File: src/rtl/i2c_oled_tx.sv
// ---------------------------------------------------------------------------
// i2c_oled_tx
// I2C write-transaction engine sitting behind the OLED setup stage. One
// accepted request produces: START, {addr,R/W#}, control byte, command byte,
// STOP. Every byte is followed by an ACK slot; a NACK aborts to STOP.
//
// Optional feature (compile-time macro OLED_NACK_RETRY_EN):
//   a NACK issues STOP and restarts the whole frame from START with the
//   latched bytes, up to MAX_RETRY times. nack_err is only raised once the
//   retries are used up. Without the macro the first NACK ends the frame.
//
// Ports
//   CLK            system clock, all logic on posedge
//   RST            asynchronous active-high reset
//   start          request pulse, accepted only while busy==0
//   slave_addr     7-bit slave address
//   read_write     R/W# bit appended to the address
//   control_frame  control byte (Co, D/C#)
//   reg_addr       command byte
//   sda_in         synchronised SDA level, sampled in ACK slots
//   scl_out        SCL level (1 = released)
//   sda_oe         1 = pull SDA low, 0 = release
//   busy           transaction in progress
//   done           one-cycle pulse at transaction end
//   nack_err       sticky NACK abort flag, cleared by the next accepted start
//   state          bus phase, shared encoding with the setup stage
// ---------------------------------------------------------------------------
module i2c_oled_tx #(
    parameter int CLK_DIV   = 4,
    parameter int MAX_RETRY = 3
) (
    input  logic       CLK,
    input  logic       RST,
    input  logic       start,
    input  logic [6:0] slave_addr,
    input  logic       read_write,
    input  logic [7:0] control_frame,
    input  logic [7:0] reg_addr,
    input  logic       sda_in,
    output logic       scl_out,
    output logic       sda_oe,
    output logic       busy,
    output logic       done,
    output logic       nack_err,
    output logic [3:0] state
);
    localparam int              DIV_W    = (CLK_DIV > 1) ? $clog2(CLK_DIV) : 1;
    localparam logic [DIV_W-1:0] DIV_LAST = DIV_W'(CLK_DIV - 1);

    typedef enum logic [3:0] {
        IDLE          = 4'd0,
        START         = 4'd1,
        RECOGNITION   = 4'd2,
        WRITE_CONTROL = 4'd3,
        WRITE_COMMAND = 4'd4,
        ACKNOWLEDGE   = 4'd7,
        STOP          = 4'd8
    } state_t;

    state_t           state_reg, state_next;
    logic [DIV_W-1:0] div_reg, div_next;
    logic [1:0]       phase_reg, phase_next;
    logic [2:0]       bit_reg, bit_next;
    logic [1:0]       byte_idx_reg, byte_idx_next;
    logic             ack_reg, ack_next;
    logic             busy_reg, busy_next;
    logic             done_reg, done_next;
    logic             nack_err_reg, nack_err_next;
    logic             scl_reg, scl_next;
    logic             sda_oe_reg, sda_oe_next;
    logic [7:0]       addr_byte_reg, ctrl_byte_reg, cmd_byte_reg;
    logic [7:0]       sel_byte;
    logic             load;
    logic             slot_end;
    logic             ack_point;

    // MAX_RETRY only shapes the retry build; a negative value is meaningless.
    if (MAX_RETRY < 0) begin : g_retry_cfg_unused
    end

`ifdef OLED_NACK_RETRY_EN
    localparam int RTRY_W = (MAX_RETRY > 0) ? $clog2(MAX_RETRY + 1) : 1;
    logic [RTRY_W-1:0] retry_reg, retry_next;
    logic              retry_pend_reg, retry_pend_next;

    always_ff @(posedge CLK or posedge RST) begin
        if (RST) begin
            retry_reg      <= '0;
            retry_pend_reg <= 1'b0;
        end else begin
            retry_reg      <= retry_next;
            retry_pend_reg <= retry_pend_next;
        end
    end
`endif

    assign slot_end  = (div_reg == DIV_LAST) && (phase_reg == 2'd3);
    // ACK is read on the last clock of ph2, i.e. just before SCL has been
    // high for a full phase, giving the slave the whole low half to settle.
    assign ack_point = (div_reg == DIV_LAST) && (phase_reg == 2'd2);

    always_comb begin
        state_next    = state_reg;
        div_next      = div_reg;
        phase_next    = phase_reg;
        bit_next      = bit_reg;
        byte_idx_next = byte_idx_reg;
        ack_next      = ack_reg;
        busy_next     = busy_reg;
        done_next     = 1'b0;
        nack_err_next = nack_err_reg;
        load          = 1'b0;
`ifdef OLED_NACK_RETRY_EN
        retry_next      = retry_reg;
        retry_pend_next = retry_pend_reg;
`endif
        if (state_reg == IDLE) begin
            if (start && !busy_reg) begin
                load          = 1'b1;
                state_next    = START;
                busy_next     = 1'b1;
                nack_err_next = 1'b0;
                div_next      = '0;
                phase_next    = 2'd0;
`ifdef OLED_NACK_RETRY_EN
                retry_next      = '0;
                retry_pend_next = 1'b0;
`endif
            end
        end else begin
            div_next = (div_reg == DIV_LAST) ? '0 : div_reg + DIV_W'(1);
            if (div_reg == DIV_LAST)
                phase_next = phase_reg + 2'd1;
            if (ack_point && state_reg == ACKNOWLEDGE)
                ack_next = sda_in;
            if (slot_end) begin
                case (state_reg)
                    START: begin
                        state_next    = RECOGNITION;
                        bit_next      = 3'd7;
                        byte_idx_next = 2'd0;
                    end
                    RECOGNITION, WRITE_CONTROL, WRITE_COMMAND: begin
                        if (bit_reg == 3'd0)
                            state_next = ACKNOWLEDGE;
                        else
                            bit_next = bit_reg - 3'd1;
                    end
                    ACKNOWLEDGE: begin
                        bit_next = 3'd7;
                        if (ack_reg) begin
                            state_next = STOP;
`ifdef OLED_NACK_RETRY_EN
                            if (retry_reg == RTRY_W'(MAX_RETRY))
                                nack_err_next = 1'b1;
                            else
                                retry_pend_next = 1'b1;
`else
                            nack_err_next = 1'b1;
`endif
                        end else begin
                            case (byte_idx_reg)
                                2'd0: begin
                                    state_next    = WRITE_CONTROL;
                                    byte_idx_next = 2'd1;
                                end
                                2'd1: begin
                                    state_next    = WRITE_COMMAND;
                                    byte_idx_next = 2'd2;
                                end
                                default: state_next = STOP;
                            endcase
                        end
                    end
                    STOP: begin
`ifdef OLED_NACK_RETRY_EN
                        if (retry_pend_reg) begin
                            state_next      = START;
                            retry_next      = retry_reg + RTRY_W'(1);
                            retry_pend_next = 1'b0;
                        end else begin
                            state_next = IDLE;
                            busy_next  = 1'b0;
                            done_next  = 1'b1;
                        end
`else
                        state_next = IDLE;
                        busy_next  = 1'b0;
                        done_next  = 1'b1;
`endif
                    end
                    default: state_next = IDLE;
                endcase
            end
        end

        case (byte_idx_next)
            2'd0:    sel_byte = addr_byte_reg;
            2'd1:    sel_byte = ctrl_byte_reg;
            default: sel_byte = cmd_byte_reg;
        endcase

        // Line levels are decoded from the next-state values and registered,
        // so SCL/SDA come straight from flops and cannot glitch.
        scl_next    = 1'b1;
        sda_oe_next = 1'b0;
        case (state_next)
            START: sda_oe_next = phase_next[1];
            RECOGNITION, WRITE_CONTROL, WRITE_COMMAND: begin
                scl_next    = phase_next[1];
                sda_oe_next = ~sel_byte[bit_next];
            end
            ACKNOWLEDGE: scl_next = phase_next[1];
            STOP: begin
                scl_next    = phase_next[1];
                sda_oe_next = (phase_next != 2'd3);
            end
            default: ;
        endcase
    end

    always_ff @(posedge CLK or posedge RST) begin
        if (RST) begin
            state_reg     <= IDLE;
            div_reg       <= '0;
            phase_reg     <= 2'd0;
            bit_reg       <= 3'd0;
            byte_idx_reg  <= 2'd0;
            ack_reg       <= 1'b0;
            busy_reg      <= 1'b0;
            done_reg      <= 1'b0;
            nack_err_reg  <= 1'b0;
            scl_reg       <= 1'b1;
            sda_oe_reg    <= 1'b0;
            addr_byte_reg <= 8'h00;
            ctrl_byte_reg <= 8'h00;
            cmd_byte_reg  <= 8'h00;
        end else begin
            state_reg    <= state_next;
            div_reg      <= div_next;
            phase_reg    <= phase_next;
            bit_reg      <= bit_next;
            byte_idx_reg <= byte_idx_next;
            ack_reg      <= ack_next;
            busy_reg     <= busy_next;
            done_reg     <= done_next;
            nack_err_reg <= nack_err_next;
            scl_reg      <= scl_next;
            sda_oe_reg   <= sda_oe_next;
            if (load) begin
                addr_byte_reg <= {slave_addr, read_write};
                ctrl_byte_reg <= control_frame;
                cmd_byte_reg  <= reg_addr;
            end
        end
    end

    assign scl_out  = scl_reg;
    assign sda_oe   = sda_oe_reg;
    assign busy     = busy_reg;
    assign done     = done_reg;
    assign nack_err = nack_err_reg;
    assign state    = state_reg;

endmodule

File: config.mk
export PLATFORM = sky130hd
export DESIGN_NAME = i2c_oled_tx
export DESIGN_NICKNAME = d
export VERILOG_FILES = /design/src/rtl/i2c_oled_tx.sv
export SDC_FILE = /design/constraint.sdc
export NUM_CORES = 1
export LEC_CHECK = 0
export CAP_MARGIN = 20
export CELL_PAD_IN_SITES_DETAIL_PLACEMENT = 2
export CELL_PAD_IN_SITES_GLOBAL_PLACEMENT = 2
export CORE_ASPECT_RATIO = 1.2
export CORE_MARGIN = 2
export CORE_UTILIZATION = 28
export DETAILED_ROUTE_END_ITERATION = 12
export PLACE_DENSITY = 0.71
export SLEW_MARGIN = 5
export SYNTH_ARGS = -nofsm -noshare
export SYNTH_HDL_FRONTEND = slang
export SYNTH_SLANG_ARGS = --single-unit
File: constraint.sdc
create_clock -name CLK -period 3.9 [get_ports CLK]
set_clock_uncertainty 0.2 [all_clocks]
set_input_delay 0.39 -clock CLK [delete_from_list [all_inputs] [get_ports CLK]]
set_output_delay 0.39 -clock CLK [all_outputs]
set_load 0.01 [all_outputs]
Word-level counts from Yosys, hierarchy flattened. Index checks and enable logic that the tools add are counted.

Word-level logic and storage cells: 100. Input bits: 28. Register bits: 43. Output and inout bits: 9.

Reduce and logical (&&, ||, !) cells: 20. Equality and inequality tests: 19. Mux-type cells: 41. Bitwise operators: 2. $lt $le $gt $ge: 1. $add $sub $neg: 3.

Operators by type and width (number): $mux W4 (5); $mux W2 (9); $eq A4 B2 Y1 const B (4); $eq A4 B3 Y1 const B (4); $mux W1 (16); $pmux W8 S2 (1); $pmux W4 S3 (1); $mux W3 (3); $eq A4 B1 Y1 const B (2); $eq A4 B4 Y1 const B (2); $pmux W2 S2 (2); $pmux W4 S2 (1); $reduce_bool A2 Y1 (4); $eq A2 B2 Y1 const B (3); $pmux W3 S2 (1); $reduce_or A3 Y1 (2); $reduce_or A5 Y1 (1); $add A2 B1 Y2 const B (2); $eq A2 B1 Y1 const B (2); $logic_and A1 B1 Y1 (4); $logic_not A2 Y1 (2); $logic_not A4 Y1 (1); $lt A3 B4 Y1 const B (1); $reduce_and A4 Y1 (1); 11 further kinds (12).

Longest topological paths before layout. Gate-level depths: netlist of the first run.

Word-level depth: 12. Gate-level depth with buffers: 11. Gate-level depth less buffers: 9.

Worst setup path after synthesis of the first run. OpenSTA, ideal clock, no wires.

Path kind: register -> register. From: register div_reg[0]. To: register sda_oe_reg (netlist: sda_oe). Required time: 3.596 ns. Buffers on the path: 2. Setup time: 0.104 ns. Stages on the path, launching flop included: 11. Path slack: 1.147 ns. Arrival time: 2.449 ns. Period minus slack after synthesis: 2.753 ns. Path through: dfrtp_1 -> ha_1 -> buf_4 -> and4b_1 -> buf_2 -> a22oi_1 -> a21boi_2 -> mux2_2 -> o22ai_1 -> o22ai_1 -> o41ai_2.

Cells in the longest elaborated chain, start to end: 10. Elaborated cells on any way between the ends: 24. Those cells by class: eq/ne (8); mux (12); bitwise (1); reduce/logical (3).

RTL lines: start: declaration (RTL line 61) `logic [DIV_W-1:0] div_reg, div_next;`; start signal: assignment (RTL line 240) `div_reg <= div_next;`; $eq A2 B2 Y1 * (RTL line 97, 132); $logic_and A1 B1 Y1 (RTL line 97) `assign slot_end = (div_reg == DIV_LAST) && (phase_reg == 2'd3);`; $mux W2 (RTL line 136) `if (slot_end) begin`; $mux W2 (RTL line 117) `if (state_reg == IDLE) begin`; $eq A2 B1 Y1 / $logic_not A2 Y1 (equally long branches) (RTL line 197) `case (byte_idx_next)`; $pmux W8 S2 (RTL line 197); $bmux W1 S3 (RTL line 211) `sda_oe_next = ~sel_byte[bit_next];`; $mux W1 (implied by the code) (RTL line 211); $not A1 Y1 (RTL line 211); $pmux W1 S3 * (RTL line 207) `case (state_next)`; net sda_oe_next (RTL line 70) `logic sda_oe_reg, sda_oe_next;`; end signal: assignment (RTL line 249) `sda_oe_reg <= sda_oe_next;`; end: declaration (RTL line 70).

The timed path passes the listed nets; every way through them passes the cells marked *. The select of a mux whose other input is x is not followed. A chain may end at the register's enable or synchronous reset.

Final worst setup path of the first run. Same ends and word-level chain as after synthesis.

==> impl_metrics.tcl, run 1 <==
set metrics [dict create \
    outcome "finished, final reports clean" \
    hold_violations 0 \
    synth_mux_area_share_pct 19.94 \
    fillers 946 \
    rsz0062_at_grt "false" \
    hp-class "in -> async" \
    post-route-min-period_ns 3.119 \
    ir_drop_mv 0.2070 \
    total_power_mw 1.819 \
    seq_area_frac_synth_pct 44.94 \
    ant_nets 0 \
    synth-compound-area-share_pct 12.21 \
    r2r_start "div_reg[0]$_DFFE_PP0P_" \
    cts_num_sinks 43 \
    synth-seq-cells 43 \
    slowest_stage "and4b_1" \
    htreeDepth 2 \
    endpoint_kind "flip-flop" \
    initial_core_util_pct 28.45 \
    final_util_pct 35.08 \
    critPathLaunchType "flip-flop" \
    setup_viol 0 \
    synth_top_area_share_pct 43.84 \
    slew_headroom_pct 60.43 \
    synth_simple_gate_area_share_pct 13.62 \
    drive_gt1_share_pct 14.11 \
    postCtsHoldBufs 0 \
    fmax_mhz 320.7 \
    drt_wl_total_mm 5.846 \
    hold_ws_ns 0.1792 \
    fp.dieH_um 105.4 \
    clk_latency_ns 0.30 \
    wire_per_inst_um 16.02 \
    cp_top_family "compound AO/OA/AOI/OAI gates" \
    syn_nets 246 \
    crit_arrival_ns 3.11 \
    finalNonFillerCells 365 \
    design_area_um2 2955 \
    yosysTopAreaCell "dfrtp_1" \
    clk_pin_slew_ns 0.09 \
    synth_most_common_cell "dfrtp_1" \
    crit_fanout 10 \
    gp_congestion 0.7601 \
    critical_path_depth 8 \
    dp_slack_ns 0.8186 \
    tritoncts "yes" \
    cts-root-buf "clkbuf_8" \
    dpl-instance-area_um2 2870 \
    grt_pass1_wl_mm 9.929 \
    synth-xor-area-share_pct 0.7307 \
    path_buf_inv 0 \
    firstDrtPassIters 4 \
    yosysUniqueCellTypes 55 \
    synth_edf_count 0 \
    syn_to_final_growth_pct 23.28 \
    synth_top_family_by_area "multiplexers" \
    timing.rr.end "sda_oe$_DFF_PP0_" \
    cts_buffers 5 \
    clk_path_buf_depth 2 \
    grt_pass1_vias 1950 \
    io_pins 37 \
    grt_usage_pct 13.71 \
    remaining_drc_errors 0 \
    tns_ns 0 \
    crit_required_ns 3.89 \
    p_leak_nw 1.276 \
    nets 283 \
    synthTopCellsByCount "42 x dfrtp_1, 18 x mux2_2, 16 x mux2_1, 13 x inv_1, 10 x nand2_1" \
    r2r_cells 8 \
    drtIter0Drc 67 \
    crit_chain "ha_1 > and4b_1 > o21ai_1 > a21boi_2 > mux2_2 > o21ai_0 > o22ai_1 > o41ai_2" \
    tightest_slew_ns 0.5899 \
    grt_antenna_before_repair 0 \
    vias 1766 \
    synth_warnings 0 \
    final.setup.worst_slack_ns 0.7814 \
    die_area_um2 9321 \
    drv_cap 0 \
    die-width_um 88.47 \
    postCtsSetupBuffers 0 \
    reg2reg_slack_ns 0.78 \
    synthAdderAreaFrac_pct 4.175 \
    vias_per_cell 4.838 \
    async_flop_share_pct 100.0 \
    worst-setup-path-type "reg -> reg" \
    synthTopCellsByArea "dfrtp_1 44%, mux2_2 8.5%, mux2_1 7.5%" \
    core_um2 8426 \
    synth.avg_cell_area_um2 11.42 \
    ctsResizeCount 0 \
    dp_hpwl_mm 4.509 \
    grt_max_degree 30 \
    synth_flop_cell "dfrtp_1" \
    power_density_nw_per_um2 615.5 \
    maxSlewViolCount 0 \
    rows 37 \
    slowest_delay_ns 0.43 \
    synthesis.area_um2 2397 \
    port_buffers 36 \
    num_antenna_cells 0 \
    finalCritPeriodShare_pct 79.96 \
    place_inst 357 \
    grt-ovfl-total 0 \
    synth_cells 210 \
]
logic make-up after synthesis:
group | Yosys count
fa+ha+maj | 8
flops | 43
mux | 43
simple gates | 53
xor+xnor | 2
buf+inv | 22
compound gates | 39
layout by cell type (no fill, tap or decap), types with 2 or more instances in the layout:
cell type	Yosys	routed
nor2_1	6	6
nor2b_1	8	8
nand2b_1	3	3
a21oi_1	7	7
mux2_1	16	16
nor3b_1	2	2
o21ai_1	2	2
a31oi_1	2	2
inv_1	13	12
dfrtp_1	42	42
clkbuf_8	0	5
buf_4	1	3
o22ai_1	3	3
clkdlybuf4s50_1	0	36
a211oi_1	2	2
nand3_1	6	6
a32o_1	2	2
a21o_1	2	2
and3_1	2	2
mux2i_1	8	8
o21ai_0	4	4
o31ai_1	2	2
nor3_1	4	4
mux2_2	18	18
nand2_1	10	10
ha_1	8	8
and4b_1	2	2
cell type report:
cell class,count,area (um2),share of cell area (%)
sequential,43,1077,36.45
timing repair buffer,39,382.9,12.96
tap,117,146.4,4.953
inverter,13,48.80,1.651
clock inverter,2,12.51,0.4234
clock buffer,6,72.57,2.456
multi-input combinational,145,1215,41.11
power breakdown:
group	internal [mW]	switching [mW]
Sequential	0.570	0.146
Clock	0.125	0.154
Combinational	0.392	0.431
Total	1.09	0.732
per-layer routing:
| metal | wire length, um | vias up | GRT usage, % |
|---|---|---|---|
| met3 | 136 | 6 | 2.114 |
| met1 | 2644 | 895 | 18.15 |
| li1 | - | 840 | - |
| met5 | 0 | - | 0 |
| met4 | 96 | 0 | 4.545 |
| met2 | 2968 | 25 | 22.61 |
worst max-delay path by stage:
stage | startpoint | endpoint | slack [ns]
2_1_floorplan | div_reg[0]$_DFFE_PP0P_ | sda_oe$_DFF_PP0_ | 1.15
3_3_place_gp | div_reg[0]$_DFFE_PP0P_ | sda_oe$_DFF_PP0_ | 0.98
3_5_place_dp | div_reg[0]$_DFFE_PP0P_ | sda_oe$_DFF_PP0_ | 0.82
4_1_cts | div_reg[0]$_DFFE_PP0P_ | sda_oe$_DFF_PP0_ | 0.79
5_1_grt | div_reg[0]$_DFFE_PP0P_ | sda_oe$_DFF_PP0_ | 0.55
6_report | div_reg[0]$_DFFE_PP0P_ | sda_oe$_DFF_PP0_ | 0.78
worst register-to-register path: cells and delay by family (launching register included):
kind	cells	cell delay, ns
fa+ha+maj	1	0.37
mux	1	0.40
simple gates	1	0.43
compound gates	5	1.22
flops	1	0.39
Note: power is estimated with default switching activity, not from simulation.
==> run 2: changes to the inputs <==
--- a/config.mk
+++ b/config.mk
@@ -12,7 +12,7 @@
 export CORE_MARGIN = 2
 export CORE_UTILIZATION = 28
 export DETAILED_ROUTE_END_ITERATION = 12
-export PLACE_DENSITY = 0.71
+export PLACE_DENSITY = 0.74
 export SLEW_MARGIN = 5
 export SYNTH_ARGS = -nofsm -noshare
 export SYNTH_HDL_FRONTEND = slang
==> constraint.sdc (replaced) <==
create_clock -name CLK -period 2.8 [get_ports CLK]
set_clock_uncertainty 0.2 [all_clocks]
set_input_delay 0.28 -clock CLK [delete_from_list [all_inputs] [get_ports CLK]]
set_output_delay 0.28 -clock CLK [all_outputs]
set_load 0.01 [all_outputs]
==> impl_metrics.tcl, run 2 (synthesis results as in run 1) <==
set metrics [dict create \
    clk_path_buf_depth 2 \
    fmax_mhz 372.4 \
    hold_violations 0 \
    cts_num_sinks 43 \
    worst-setup-path-type "reg -> reg" \
    outcome "finished, final reports clean" \
    finalNonFillerCells 389 \
    r2r_cells 9 \
    cts-root-buf "clkbuf_8" \
    clk_latency_ns 0.30 \
    power_density_nw_per_um2 905.7 \
    final_common_cell "dfrtp_1" \
    place_inst 371 \
    slowest_delay_ns 0.47 \
    reg2reg_slack_ns 0.11 \
    cpMostUsedCell "buf_4" \
    fp.dieH_um 105.4 \
    num_antenna_cells 0 \
    rows 37 \
    drv_cap 0 \
    wire_per_inst_um 17.21 \
    drt_wl_total_mm 6.695 \
    core_um2 8426 \
    die-width_um 88.47 \
    gp_congestion 0.7924 \
    vias 1867 \
    cts_buffers 5 \
    r2r_start "state[1]$_DFF_PP0_" \
    port_buffers 36 \
    drtIter0Drc 90 \
    firstDrtPassIters 3 \
    hp-class "in -> async" \
    ir_drop_mv 0.3125 \
    postCtsHoldBufs 0 \
    dp_hpwl_mm 5.028 \
    syn_to_final_growth_pct 34.08 \
    vias_per_cell 4.799 \
    critPathLaunchType "flip-flop" \
    die_area_um2 9321 \
    grt_max_degree 26 \
    io_pins 37 \
    slew_headroom_pct 47.64 \
    maxSlewViolCount 0 \
    final.setup.worst_slack_ns 0.1144 \
    tightest_slew_ns 0.7806 \
    final_cell_mix "42 x dfrtp_1, 36 x clkdlybuf4s50_1, 25 x buf_4" \
    grt-ovfl-total 0 \
    crit_arrival_ns 2.69 \
    grt_pass1_wl_mm 10.67 \
    grt_antenna_before_repair 0 \
    crit_chain "buf_4 > and4b_1 > buf_4 > nor2b_1 > a221o_1 > buf_4 > mux2i_1 > nand3_1 > o41ai_2" \
    remaining_drc_errors 0 \
    path_buf_inv 3 \
    ff_latch_area_um2 1077 \
    finalCritPeriodShare_pct 95.91 \
    critical_path_depth 9 \
    post-route-min-period_ns 2.686 \
    nets 307 \
    crit_fanout 12 \
    htreeDepth 2 \
    ant_nets 0 \
    grt_usage_pct 14.96 \
    crit_required_ns 2.81 \
    grt_pass1_vias 2085 \
    tritoncts "yes" \
    timing.rr.end "sda_oe$_DFF_PP0_" \
    worstSetupStartpoint "state[1]$_DFF_PP0_" \
    endpoint_kind "flip-flop" \
    clk_pin_slew_ns 0.09 \
    p_leak_nw 1.419 \
    slowest_stage "dfrtp_1" \
    fillers 926 \
    multiInputGateArea_um2 1250 \
    dp_slack_ns -0.008515 \
    drive_gt1_share_pct 24.63 \
    setup_viol 0 \
    cp_top_family "compound AO/OA/AOI/OAI gates" \
    initial_core_util_pct 28.45 \
]
run 2: changes by cell type in the layout (fill, tap and decap cells not counted), sizes merged:
cell | previous run | this run
clkinvlp | 1 | 0
clkbuf | 6 | 5
bufinv | 0 | 1
buf | 3 | 27
clkinv | 2 | 3
run 2: how the worst max path moves through the flow:
stage / endpoint / slack [ns]
floorplan: sda_oe$_DFF_PP0_ / 0.05
global placement: sda_oe$_DFF_PP0_ / 0.11
detailed placement: sda_oe$_DFF_PP0_ / -0.009
CTS: sda_oe$_DFF_PP0_ / 0.004
global route: sda_oe$_DFF_PP0_ / -0.001
finish: sda_oe$_DFF_PP0_ / 0.11
run 2: metrics by stage:
step / power (mW) / hold WS [ns] / cell area, um2 / utilization [%] / setup TNS (ns)
2_1_floorplan: 1.789 / 0.2117 / 2397 / - / 0
3_3_place_gp: 2.237 / 0.2714 / 2988 / 35.46 / 0
3_5_place_dp: 2.313 / 0.2858 / 2988 / 35.46 / -0.008515
4_1_cts: 2.834 / 0.1520 / 3105 / 36.86 / 0
5_1_grt: 3.135 / 0.1680 / 3214 / 38.15 / -0.001363
6_report: 2.911 / 0.1298 / 3214 / 38.15 / 0
run 2: power breakdown:
part | internal, mW | switching [mW]
logic | 0.731 | 0.726
clock network | 0.266 | 0.233
registers | 0.794 | 0.161
total | 1.79 | 1.12
run 2: timing repair:
| item | CTS | global route |
|---|---|---|
| setup buffers | 0 | 10 |
| pin swaps | 0 | 2 |
| endpoints found under the hold margin | 0 | 0 |
| endpoints found under the setup margin | 1 | 1 |
| gates resized for setup | 2 | 8 |
run 2: cell type report:
class / instances / area share [%]
tap: 117 / 4.554
multi-input combinational: 145 / 38.89
sequential: 43 / 33.51
inverter: 13 / 1.518
clock buffer: 5 / 2.141
clock inverter: 3 / 1.362
timing repair buffer: 63 / 18.02
run 2: routing by layer:
metal	GRT usage [%]	part of all wire, %	vias to the layer above	routed length, um
met5	0	0	-	0
met4	3.571	1.0	0	70
met3	2.741	2.4	7	160
met2	26.48	55	31	3655
met1	18.51	42	943	2808
li1	-	-	886	-
run 2: worst reg2reg max path, cell delays in order (launching register included):
cell and delay, ns:
dfrtp_1 0.47, buf_4 0.22, and4b_1 0.21, buf_4 0.16, nor2b_1 0.13, a221o_1 0.41, buf_4 0.17, mux2i_1 0.17
nand3_1 0.14, o41ai_2 0.32
